**config.mk**
```make
export PLATFORM = sky130hd
export DESIGN_NAME = automatic_washing_machine
export DESIGN_NICKNAME = d
export VERILOG_FILES = /design/src/rtl/automatic_washing_machine.sv
export SDC_FILE = /design/constraint.sdc
export NUM_CORES = 1
export LEC_CHECK = 0
export CAP_MARGIN = 40
export CORE_AREA = 2 2 39 41
export CTS_CLUSTER_DIAMETER = 60
export CTS_CLUSTER_SIZE = 16
export DETAILED_ROUTE_END_ITERATION = 16
export DIE_AREA = 0 0 41 43
export PLACE_DENSITY_LB_ADDON = 0.25
export SLEW_MARGIN = 20
export SYNTH_ARGS = -nofsm -noshare
export SYNTH_HDL_FRONTEND = slang
export SYNTH_SLANG_ARGS = --single-unit
```
**constraint.sdc**
```tcl
create_clock -name clk -period 2.8 [get_ports clk]
set_input_delay 0.56 -clock clk [delete_from_list [all_inputs] [get_ports clk]]
set_output_delay 0.56 -clock clk [all_outputs]
set_load 0.01 [all_outputs]
```
**src/rtl/automatic_washing_machine.sv**
```systemverilog
// rtl/automatic_washing_machine.sv - washing machine sequencing FSM with registered actuator outputs
module automatic_washing_machine (
    input  logic clk,
    input  logic reset,
    input  logic door_close,
    input  logic start,
    input  logic filled,
    input  logic detergent_added,
    input  logic cycle_timeout,
    input  logic drained,
    input  logic spin_timeout,
    output logic door_lock,
    output logic motor_on,
    output logic fill_value_on,
    output logic drain_value_on,
    output logic done,
    output logic soap_wash,
    output logic water_wash
);

    typedef enum logic [2:0] {
        CHECK_DOOR    = 3'd0,
        FILL_WATER    = 3'd1,
        ADD_DETERGENT = 3'd2,
        CYCLE         = 3'd3,
        DRAIN_WATER   = 3'd4,
        SPIN          = 3'd5
    } state_t;

    state_t r_state;
    state_t w_next_state;
    logic   r_soap_wash;
    logic   r_water_wash;
    logic   r_door_lock;
    logic   r_motor_on;
    logic   r_fill_on;
    logic   r_drain_on;
    logic   r_done;
    logic   w_next_soap;
    logic   w_next_water;
    logic   w_next_done;
    logic   w_next_lock;
    logic   w_next_motor;
    logic   w_next_fill;
    logic   w_next_drain;

    // Next state and pass flags; only the current state's own condition is looked at
    always_comb begin
        w_next_state = r_state;
        w_next_soap  = r_soap_wash;
        w_next_water = r_water_wash;
        w_next_done  = 1'b0;
        case (r_state)
            CHECK_DOOR: begin
                if (start && door_close) begin
                    w_next_state = FILL_WATER;
                end
            end
            FILL_WATER: begin
                if (filled) begin
                    if (!r_soap_wash) begin
                        w_next_state = ADD_DETERGENT;
                        w_next_soap  = 1'b1;
                    end else begin
                        w_next_state = CYCLE;
                        w_next_water = 1'b1;
                    end
                end
            end
            ADD_DETERGENT: begin
                if (detergent_added) begin
                    w_next_state = CYCLE;
                end
            end
            CYCLE: begin
                if (cycle_timeout) begin
                    w_next_state = DRAIN_WATER;
                end
            end
            DRAIN_WATER: begin
                if (drained) begin
                    w_next_state = r_water_wash ? SPIN : FILL_WATER;
                end
            end
            SPIN: begin
                if (spin_timeout) begin
                    w_next_state = CHECK_DOOR;
                    w_next_done  = 1'b1;
                    w_next_soap  = 1'b0;
                    w_next_water = 1'b0;
                end
            end
            default: begin
                w_next_state = CHECK_DOOR;
                w_next_soap  = 1'b0;
                w_next_water = 1'b0;
            end
        endcase
    end

    // Actuator values decoded from the state being entered so outputs can be registered
    always_comb begin
        w_next_lock  = 1'b0;
        w_next_motor = 1'b0;
        w_next_fill  = 1'b0;
        w_next_drain = 1'b0;
        case (w_next_state)
            FILL_WATER: begin
                w_next_lock = 1'b1;
                w_next_fill = 1'b1;
            end
            ADD_DETERGENT: begin
                w_next_lock = 1'b1;
            end
            CYCLE: begin
                w_next_lock  = 1'b1;
                w_next_motor = 1'b1;
            end
            DRAIN_WATER: begin
                w_next_lock  = 1'b1;
                w_next_drain = 1'b1;
            end
            SPIN: begin
                w_next_lock  = 1'b1;
                w_next_motor = 1'b1;
                w_next_drain = 1'b1;
            end
            default: begin
                w_next_lock = 1'b0;
            end
        endcase
    end

    // State, flags and outputs; reset drops everything at once with no drain/unlock sequencing
    always_ff @(posedge clk or negedge reset) begin
        if (!reset) begin
            r_state      <= CHECK_DOOR;
            r_soap_wash  <= 1'b0;
            r_water_wash <= 1'b0;
            r_door_lock  <= 1'b0;
            r_motor_on   <= 1'b0;
            r_fill_on    <= 1'b0;
            r_drain_on   <= 1'b0;
            r_done       <= 1'b0;
        end else begin
            r_state      <= w_next_state;
            r_soap_wash  <= w_next_soap;
            r_water_wash <= w_next_water;
            r_door_lock  <= w_next_lock;
            r_motor_on   <= w_next_motor;
            r_fill_on    <= w_next_fill;
            r_drain_on   <= w_next_drain;
            r_done       <= w_next_done;
        end
    end

    assign door_lock      = r_door_lock;
    assign motor_on       = r_motor_on;
    assign fill_value_on  = r_fill_on;
    assign drain_value_on = r_drain_on;
    assign done           = r_done;
    assign soap_wash      = r_soap_wash;
    assign water_wash     = r_water_wash;

endmodule

```
; After elaboration in Yosys (flattened, before gate mapping)
; Index checks and enable logic that the tools add are counted.
[totals]
regBits = 10
out_inout_bits = 7
elab_cells = 51
in_bits = 9
[classes]
n_reduce_logical = 8
eq_ne = 13
bitwise = 1
muxes = 21
[op_table]
columns = op, n
row1 = two-way mux 3 bit, 7
row2 = one-hot mux 3 bit (6 select lines), 1
row3 = equality test 3 x 2 -> 1 bit (second input constant), 4
row4 = equality test 3 bit (second input constant), 4
row5 = two-way mux 1 bit, 11
row6 = equality test 3 x 1 -> 1 bit (second input constant), 2
row7 = inequality test 2 bit (second input constant), 3
row8 = one-hot mux 1 bit (3 select lines), 2
row9 = OR reduction 5 bit, 1
row10 = AND reduction 4 bit, 1
row11 = OR reduction 2 bit, 2
row12 = OR reduction 4 bit, 1
row13 = logical NOT 3 bit, 1
row14 = AND reduction 3 bit, 1
row15 = logical AND 1 bit, 1
row16 = NOT 1 bit, 1

; Depth between registers and ports, before layout
; Gate-level depths: netlist (run 1).
[logic_depth]
ltp_word = 6
mapped_depth = 5
mapped_depth_nobuf = 5

; Worst setup path before layout (run 1)
; OpenSTA, ideal clock, no wires.
[synth_timing]
path_kind = input to register
start = in drained
end = reg r_door_lock, in the netlist door_lock
t_arrival_ns = 1.264
path_stages = 4
setup_ns = 0.134
n_path_buf = 0
path_slack_ns = 1.402
required_time_ns = 2.666
path_cell_list = or2b_1 a31oi_2 nor2b_2 nand3_1
[synth_via]
elab_chain_cells = 5
word_cells_on_any_way = 9
classes_between = eq/ne (5) / mux (3) / reduce/logical (1)
[synth_rtl]
columns = element, line
row1 = from (decl), 10  ; input logic drained,
row2 = two-way mux 3 bit (*), 81  ; if (drained) begin
row3 = one-hot mux 3 bit (6 select lines) (*), 53  ; case (r_state)
row4 = equality test 3 bit (tied with other cells), 107  ; case (w_next_state)
row5 = OR reduction 5 bit (no line) (*), n/a
row6 = two-way mux 1 bit (*), 107
row7 = named net w_next_lock, 42  ; logic w_next_lock;
row8 = to (signal assigned), 149  ; r_door_lock <= w_next_lock;
row9 = to (decl), 34  ; logic r_door_lock;
; The timed path passes the listed nets; every way through them passes the cells marked *.
; A chain may end at the register's enable or synchronous reset.

; Worst setup path after layout (run 1)
[layout_timing]
start = reg r_soap_wash, in the netlist soap_wash
end = out soap_wash
[layout_rtl]
columns = element, line
row1 = from (decl), 32  ; logic r_soap_wash;
row2 = from (signal assigned), 147  ; r_soap_wash <= w_next_soap;
row3 = to (decl), 17  ; output logic soap_wash,
; No word-level cell between the ends.

==> metrics.csv, run 1 <==
stage;metric;value;unit
sta;TNS Setup;0;ns
power_and_ir_drop;Power Dens Cells;949.0;nW/um^2
logic_synthesis;Post-synth EDFFs;0;
critical_path;crit path launch type;flip-flop;
cells_and_area;Layout area overhead;41.71;%
routing;TritonRoute pass-1 iters;3;
clock_network;CTS tree;yes;
critical_path;FF-to-FF Start;r_state[0]$_DFF_PN0_;
critical_path;delay-heaviest family, CP;buffers and inverters;
critical_path;CP Capture Type;output pin;
critical_path;critical path depth in cells;1;
cells_and_area;number of fill cells in the layout;136;
sta;RSZ-0062 raised after global routing;no;
cells_and_area;Final #Nets;73;
routing;Routed wire per std cell;11.76;um
logic_synthesis;top cell type's share of synthesized area;0.5181;
placed_design;port buffer count;15;
cells_and_area;Register Area;250.2;um^2
critical_path;Critical R2R Capture;door_lock$_DFF_PN0_;
grt;initial antenna violation count;0;
power_and_ir_drop;worst IR drop on VDD;0.4512;mV
logic_synthesis;synth unique cells;22;
critical_path;crit path from;soap_wash$_DFFE_PN0P_;
critical_path;crit path buf inv count;1;
grt;first-pass GRT wire length;1.545;mm
routing;Metal-1 WL;404;um
floorplan;die width;41;um
critical_path;WS Path Type;reg -> out;
sta;Final Cycle Share;0.6276;
cells_and_area;# diodes;0;
sta;Final setup viols;0;
sta;Least-Margin Pin Slew;0.4319;ns
logic_synthesis;Synth Net Count;54;
clock_network;later-pin clock latency in the skew report;0.25;ns
critical_path;crit-path cells;clkdlybuf4s50_1;
clock_network;quantity of hold-fixing buffers added after cts;0;
placed_design;gp weighted congestion;0.6654;
cells_and_area;Non-Filler Instances;79;
logic_synthesis;top cells by instance count after synthesis;dfrtp_1, nand2_1, a21oi_1, nand3b_1;
routing;met3 routed WL;54;um
grt;largest net degree at the start of global routing;12;
logic_synthesis;Syn Area/Cell;10.73;um^2
clock_network;clock sinks;10;
logic_synthesis;mapped cell area;483.0;um^2
floorplan;FP Rows;14;
logic_synthesis;async set or reset register ratio after synthesis;1.000;
clock_network;setup repair bufs after CTS;0;
routing;met2 WL;461;um
routing;Via-to-Cell Ratio;4.785;
sta;Max Fclk;569.0;MHz
critical_path;CP endpoint;soap_wash;
routing;Iter 0 DRT Violations;1;
clock_network;Reg clk slew, reported paths;0.06;ns
critical_path;Critical Path Fanout Max;5;
critical_path;critical path's largest stage delay;0.55;ns
clock_network;CTS Buffer Depth;2;
placed_design;post-DP HPWL;719.6;um
logic_synthesis;Mapped Cells;45;
placed_design;placed instance count;75;
logic_synthesis;top post-synthesis cells by area;dfrtp_1, nand2_1, nand3b_1;
floorplan;die height;43;um
cells_and_area;layout cell share with drive strength beyond 1;0.2222;
grt;vias in the first global route;375;
sta;Slew Limit Fails;0;
logic_synthesis;Yosys top cell by area;dfrtp_1;
logic_synthesis;Yosys reg bits;10;
sta;fin crit period;1.757;ns
critical_path;R2R depth;5;
critical_path;slowest stage cell, crit path;clkdlybuf4s50_1;
routing;Vias;378;
grt;GR Util All Layers;0.1353;
sta;Fin. Hold Viols;0;
clock_network;Root Driver;clkbuf_4;
status;status;finished clean;
critical_path;WP data required;2.24;ns
power_and_ir_drop;leakage power;0.3009;nW
sta;relative slew slack;0.7112;
hold_path;Worst Hold Class;reg -> reg;
sta;Setup Skew;0.001109;ns
critical_path;R2R setup slack;1.44;ns
clock_network;CTS H-tree lvls;1;
flow_run;max-capacitance violation count;0;
floorplan;io pins;16;
floorplan;Core Area;1384;um^2
routing;Residual DRC;0;
routing;top sig layer;met4;
power_and_ir_drop;PnR Total Power;0.6495;mW
logic_synthesis;YS warnings;0;
logic_synthesis;most frequent cell after synthesis;dfrtp_1;
critical_path;Arr. time, crit path;1.20;ns
clock_network;Gates resized, CTS repair;0;
grt;grt total ovfl;0;
routing;Post-DRT Antenna Nets;0;
floorplan;DIE AREA;1763;um^2
logic_synthesis;predominant post-synthesis flop cell;dfrtp_1;
clock_network;CTS buffer count;3;
routing;final WL;929;um
logic_synthesis;Seq/Total Area, Yosys;0.5181;
floorplan;Initial Utilization;0.3490;
cells_and_area;area taken by multi-input logic gates;224.0;um^2
==> cells by family after synthesis <==
group,after synthesis,synth area share
buffers and inverters,2,0.01812
AOI/OAI and AO/OA,10,0.1477
muxes,1,0.02073
and+or+nand+nor,22,0.2953
DFF,10,0.5181
==> power breakdown <==
group	internal (mW)	total, mW	leakage [nW]	switching (mW)
clock	0.0787	0.123	0.0210	0.0443
sequential	0.191	0.239	0.121	0.0482
combinational	0.152	0.287	0.159	0.136
==> layout make-up <==
| cell class | count | share of cell area |
|---|---|---|
| tap | 16 | 0.02925 |
| sequential | 10 | 0.3656 |
| clock buffer | 4 | 0.05302 |
| timing repair buffer | 15 | 0.2194 |
| inverter | 1 | 0.005484 |
| multi-input combinational | 33 | 0.3272 |
==> state kept, by name, indices dropped and copies added (netlist names) <==
signal	flops
door_lock	1
water_wash	1
done	1
soap_wash	1
r_state	3
motor_on	1
drain_value_on	1
fill_value_on	1
==> metrics by stage <==
stage | utilization | cell area (um^2) | worst slack, ns | hold slack (ns)
after floorplan | - | 483.0 | 1.402 | 0.2644
after detailed placement | 0.4684 | 648.1 | 0.8268 | 0.5426
after global routing | 0.4946 | 684.4 | 0.9888 | 0.5941
final | 0.4946 | 684.4 | 1.043 | 0.5507
after global placement | 0.4684 | 648.1 | 0.8483 | 0.5356
after CTS | 0.4946 | 684.4 | 1.027 | 0.5591
==> layout by cell type (no fill, tap or decap) <==
cell / netlist / final
a21oi_1: 3 / 3
a22oi_2: 1 / 1
a31oi_1: 1 / 1
a31oi_2: 1 / 1
and3_2: 1 / 1
clkbuf_4: 0 / 3
clkbuf_8: 0 / 1
clkdlybuf4s50_1: 0 / 15
dfrtp_1: 10 / 10
inv_1: 1 / 1
mux2i_1: 1 / 1
nand2_1: 6 / 6
nand2b_1: 2 / 2
nand3_1: 2 / 2
nand3b_1: 3 / 3
nor2_1: 1 / 1
nor2_2: 2 / 2
nor2b_2: 2 / 2
nor2b_4: 1 / 1
nor3b_2: 1 / 1
o21ai_1: 2 / 2
o21ai_2: 1 / 1
o22ai_1: 1 / 1
or2b_1: 1 / 1
==> routing by layer <==
| layer | global-route usage | vias to the layer above |
|---|---|---|
| met2 | 0.2188 | 7 |
| met3 | 0.04712 | 2 |
| li1 | - | 194 |
| met5 | 0 | - |
| met1 | 0.1409 | 175 |
| met4 | 0.08000 | 0 |
==> worst reg2reg max path, cell delays in order, from the launching register on <==
cell and delay (ns):
dfrtp_1 0.45, nor2b_2 0.22, a22oi_2 0.20, nor2_2 0.07, nor2b_2 0.18, nand3_1 0.10
==> worst min path at each step <==
stage                           startpoint                      to  slack (ns)  cells after the start
detailed placement  water_wash$_DFFE_PN0P_  water_wash$_DFFE_PN0P_        0.54                      2
floorplan                            reset          done$_DFF_PN0_        0.26                      0
CTS                 water_wash$_DFFE_PN0P_  water_wash$_DFFE_PN0P_        0.56                      2
global placement    water_wash$_DFFE_PN0P_  water_wash$_DFFE_PN0P_        0.54                      2
global route        water_wash$_DFFE_PN0P_  water_wash$_DFFE_PN0P_        0.59                      2
finish              water_wash$_DFFE_PN0P_  water_wash$_DFFE_PN0P_        0.55                      2
No activity file was read; power rests on OpenSTA's default activity.
==> run 2, diff against run 1 <==
==> constraint.sdc (replaced) <==
create_clock -name clk -period 1.65 [get_ports clk]
set_input_delay 0.33 -clock clk [delete_from_list [all_inputs] [get_ports clk]]
set_output_delay 0.33 -clock clk [all_outputs]
set_load 0.01 [all_outputs]
==> metrics.csv, run 2 (synthesis results as in run 1) <==
stage;metric;value;unit;change
status;status;finished clean;;
critical_path;delay-heaviest family, CP;buffers and inverters;;
placed_design;port buffer count;15;;unchanged
sta;Slew Limit Fails;0;;unchanged
power_and_ir_drop;sequential power share;0.364;;-0.004
clock_network;Reg clk slew, reported paths;0.06;ns;about the same
sta;final setup margin;0.1072;ns;-0.9353 ns
clock_network;CTS H-tree lvls;1;;unchanged
clock_network;CTS Buffer Depth;2;;unchanged
sta;RSZ-0062 raised after global routing;no;;
floorplan;DIE AREA;1763;um^2;unchanged
sta;relative slew slack;0.6978;;-0.01336
placed_design;gp weighted congestion;0.7294;;+9.6%
cells_and_area;most common cell after layout, fill and taps aside;clkdlybuf4s50_1;;
clock_network;CTS buffer count;3;;unchanged
power_and_ir_drop;combinational fraction of design power;0.440;;-0.002
floorplan;die height;43;um;unchanged
cells_and_area;Largest register FFs;3;;unchanged
grt;GR Util All Layers;0.1452;;+0.009878
routing;Iter 0 DRT Violations;4;;+3
sta;fin crit period;1.543;ns;
routing;Routed wire per std cell;11.85;um;+0.79%
routing;Residual DRC;0;;unchanged
cells_and_area;final core occ;0.5054;;+0.01085
clock_network;CTS tree;yes;;
grt;largest net degree at the start of global routing;12;;unchanged
power_and_ir_drop;total internal power;0.7257;mW;+72%
cells_and_area;Layout area overhead;44.82;%;
sta;Max Fclk;648.2;MHz;
critical_path;slowest stage cell, crit path;clkdlybuf4s50_1;;
clock_network;setup repair bufs after CTS;0;;unchanged
floorplan;FP Rows;14;;unchanged
grt;first-pass GRT wire length;1.580;mm;+2.3%
clock_network;clock sinks;10;;unchanged
clock_network;quantity of hold-fixing buffers added after cts;0;;unchanged
routing;TritonRoute pass-1 iters;4;;+1
sta;Final Cycle Share;0.9350;;
critical_path;CP Capture Type;output pin;;
critical_path;crit-path cells;clkdlybuf4s50_1;;
cells_and_area;most flop-heavy register;r_state;;
clock_network;later-pin clock latency in the skew report;0.26;ns;about the same
critical_path;Arr. time, crit path;1.21;ns;about the same
grt;vias in the first global route;371;;-1.1%
routing;Via-to-Cell Ratio;4.815;;+0.63%
floorplan;die width;41;um;unchanged
grt;grt total ovfl;0;;unchanged
power_and_ir_drop;Net Switching;0.3868;mW;+70%
sta;Setup Skew;0.001479;ns;+0.0003700 ns
critical_path;WS Path Type;reg -> out;;
power_and_ir_drop;Power Dens Cells;1591;nW/um^2;+68%
routing;Post-DRT Antenna Nets;0;;unchanged
floorplan;Initial Utilization;0.3490;;unchanged
placed_design;post-DP HPWL;711.5;um;-1.1%
flow_run;max-capacitance violation count;0;;unchanged
cells_and_area;most frequent cells in the layout;clkdlybuf4s50_1, dfrtp_1, nand2_1;;
critical_path;crit path launch type;flip-flop;;
critical_path;critical path's largest stage delay;0.55;ns;about the same
power_and_ir_drop;Switching Fraction;0.3477;;-0.003468
power_and_ir_drop;leakage power;0.3100;nW;+3.0%
critical_path;Critical Path Fanout Max;5;;unchanged
critical_path;WP data required;1.32;ns;-0.92 ns
floorplan;io pins;16;;unchanged
cells_and_area;Final #Nets;75;;+2.7%
cells_and_area;layout cell share with drive strength beyond 1;0.2462;;+0.02393
routing;final WL;960;um;+3.3%
hold_path;Worst Hold Class;in -> async;;
cells_and_area;# diodes;0;;unchanged
sta;Least-Margin Pin Slew;0.4519;ns;+0.01998 ns
routing;Vias;390;;+3.2%
power_and_ir_drop;Clock Power Share;0.197;;+0.008
floorplan;Core Area;1384;um^2;unchanged
sta;Fin. Hold Viols;0;;unchanged
placed_design;Setup WS pre-CTS;-0.04058;ns;-0.8674 ns
sta;Final setup viols;0;;unchanged
power_and_ir_drop;worst IR drop on VDD;0.6143;mV;+36%
grt;initial antenna violation count;0;;unchanged
critical_path;crit path buf inv count;1;;unchanged
clock_network;Gates resized, CTS repair;0;;unchanged
clock_network;Root Driver;clkbuf_4;;
## run 2: cell count changes in the layout (fill, tap and decap cells not counted), sizes merged
cell | previous run | this run
buf | 0 | 2
## run 2: power groups by stage
stage                     Sequential, mW  Clock, mW  Combinational (mW)
after floorplan                    0.407          0               0.316
after CTS                          0.405      0.229               0.500
after detailed placement           0.408          0               0.498
after global routing               0.419      0.239               0.544
final                              0.405      0.219               0.489
after global placement             0.410          0               0.498
## run 2: final cells by class
class                   instances  area, um^2
inverters                       1       3.754
repair buffers                 17       165.2
clock buffers                   4       36.28
well taps                      16       20.02
fillers                       136       684.4
multi-input cells              33       224.0
flip-flops and latches         10       250.2
## run 2: worst paths after layout
kind                                        startpoint                endpoint  slack, ns  cells after the start
worst max-delay path             soap_wash$_DFFE_PN0P_               soap_wash       0.11                      1
worst min-delay path                             reset    r_state[0]$_DFF_PN0_       0.38                      1
worst max register to register    r_state[0]$_DFF_PN0_     door_lock$_DFF_PN0_       0.32                      5
worst min register to register  water_wash$_DFFE_PN0P_  water_wash$_DFFE_PN0P_       0.55                      2
max in group asynchronous                        reset    r_state[2]$_DFF_PN0_       0.96                      1
min in group clk                water_wash$_DFFE_PN0P_  water_wash$_DFFE_PN0P_       0.55                      2
## run 2: metrics by stage
stage / total power, mW / cell area, um^2 / TNS, ns / instances / hold slack, ns
finish: 1.113 / 699.4 / 0 / 81 / 0.3781
global route: 1.201 / 699.4 / 0 / 81 / 0.4213
CTS: 1.134 / 699.4 / 0 / 81 / 0.3908
detailed placement: 0.9062 / 663.1 / -0.07244 / 77 / 0.5371
global placement: 0.9077 / 663.1 / -0.06752 / 77 / 0.5350
floorplan: 0.7231 / 483.0 / 0 / 45 / 0.03441
## run 2: layer usage
metal | share of wire | up-vias | global-route usage
li1 | - | 197 | -
met1 | 0.43 | 178 | 0.1767
met2 | 0.47 | 11 | 0.1875
met3 | 0.059 | 4 | 0.03141
met4 | 0.040 | 0 | 0.1600
met5 | 0 | - | 0
## run 2: worst register-to-register path, cell delays in order (launching register included)
cell	delay [ns]
dfrtp_1	0.45
nor2b_2	0.22
a22oi_2	0.20
nor2_2	0.06
nor2b_2	0.18
nand3_1	0.09
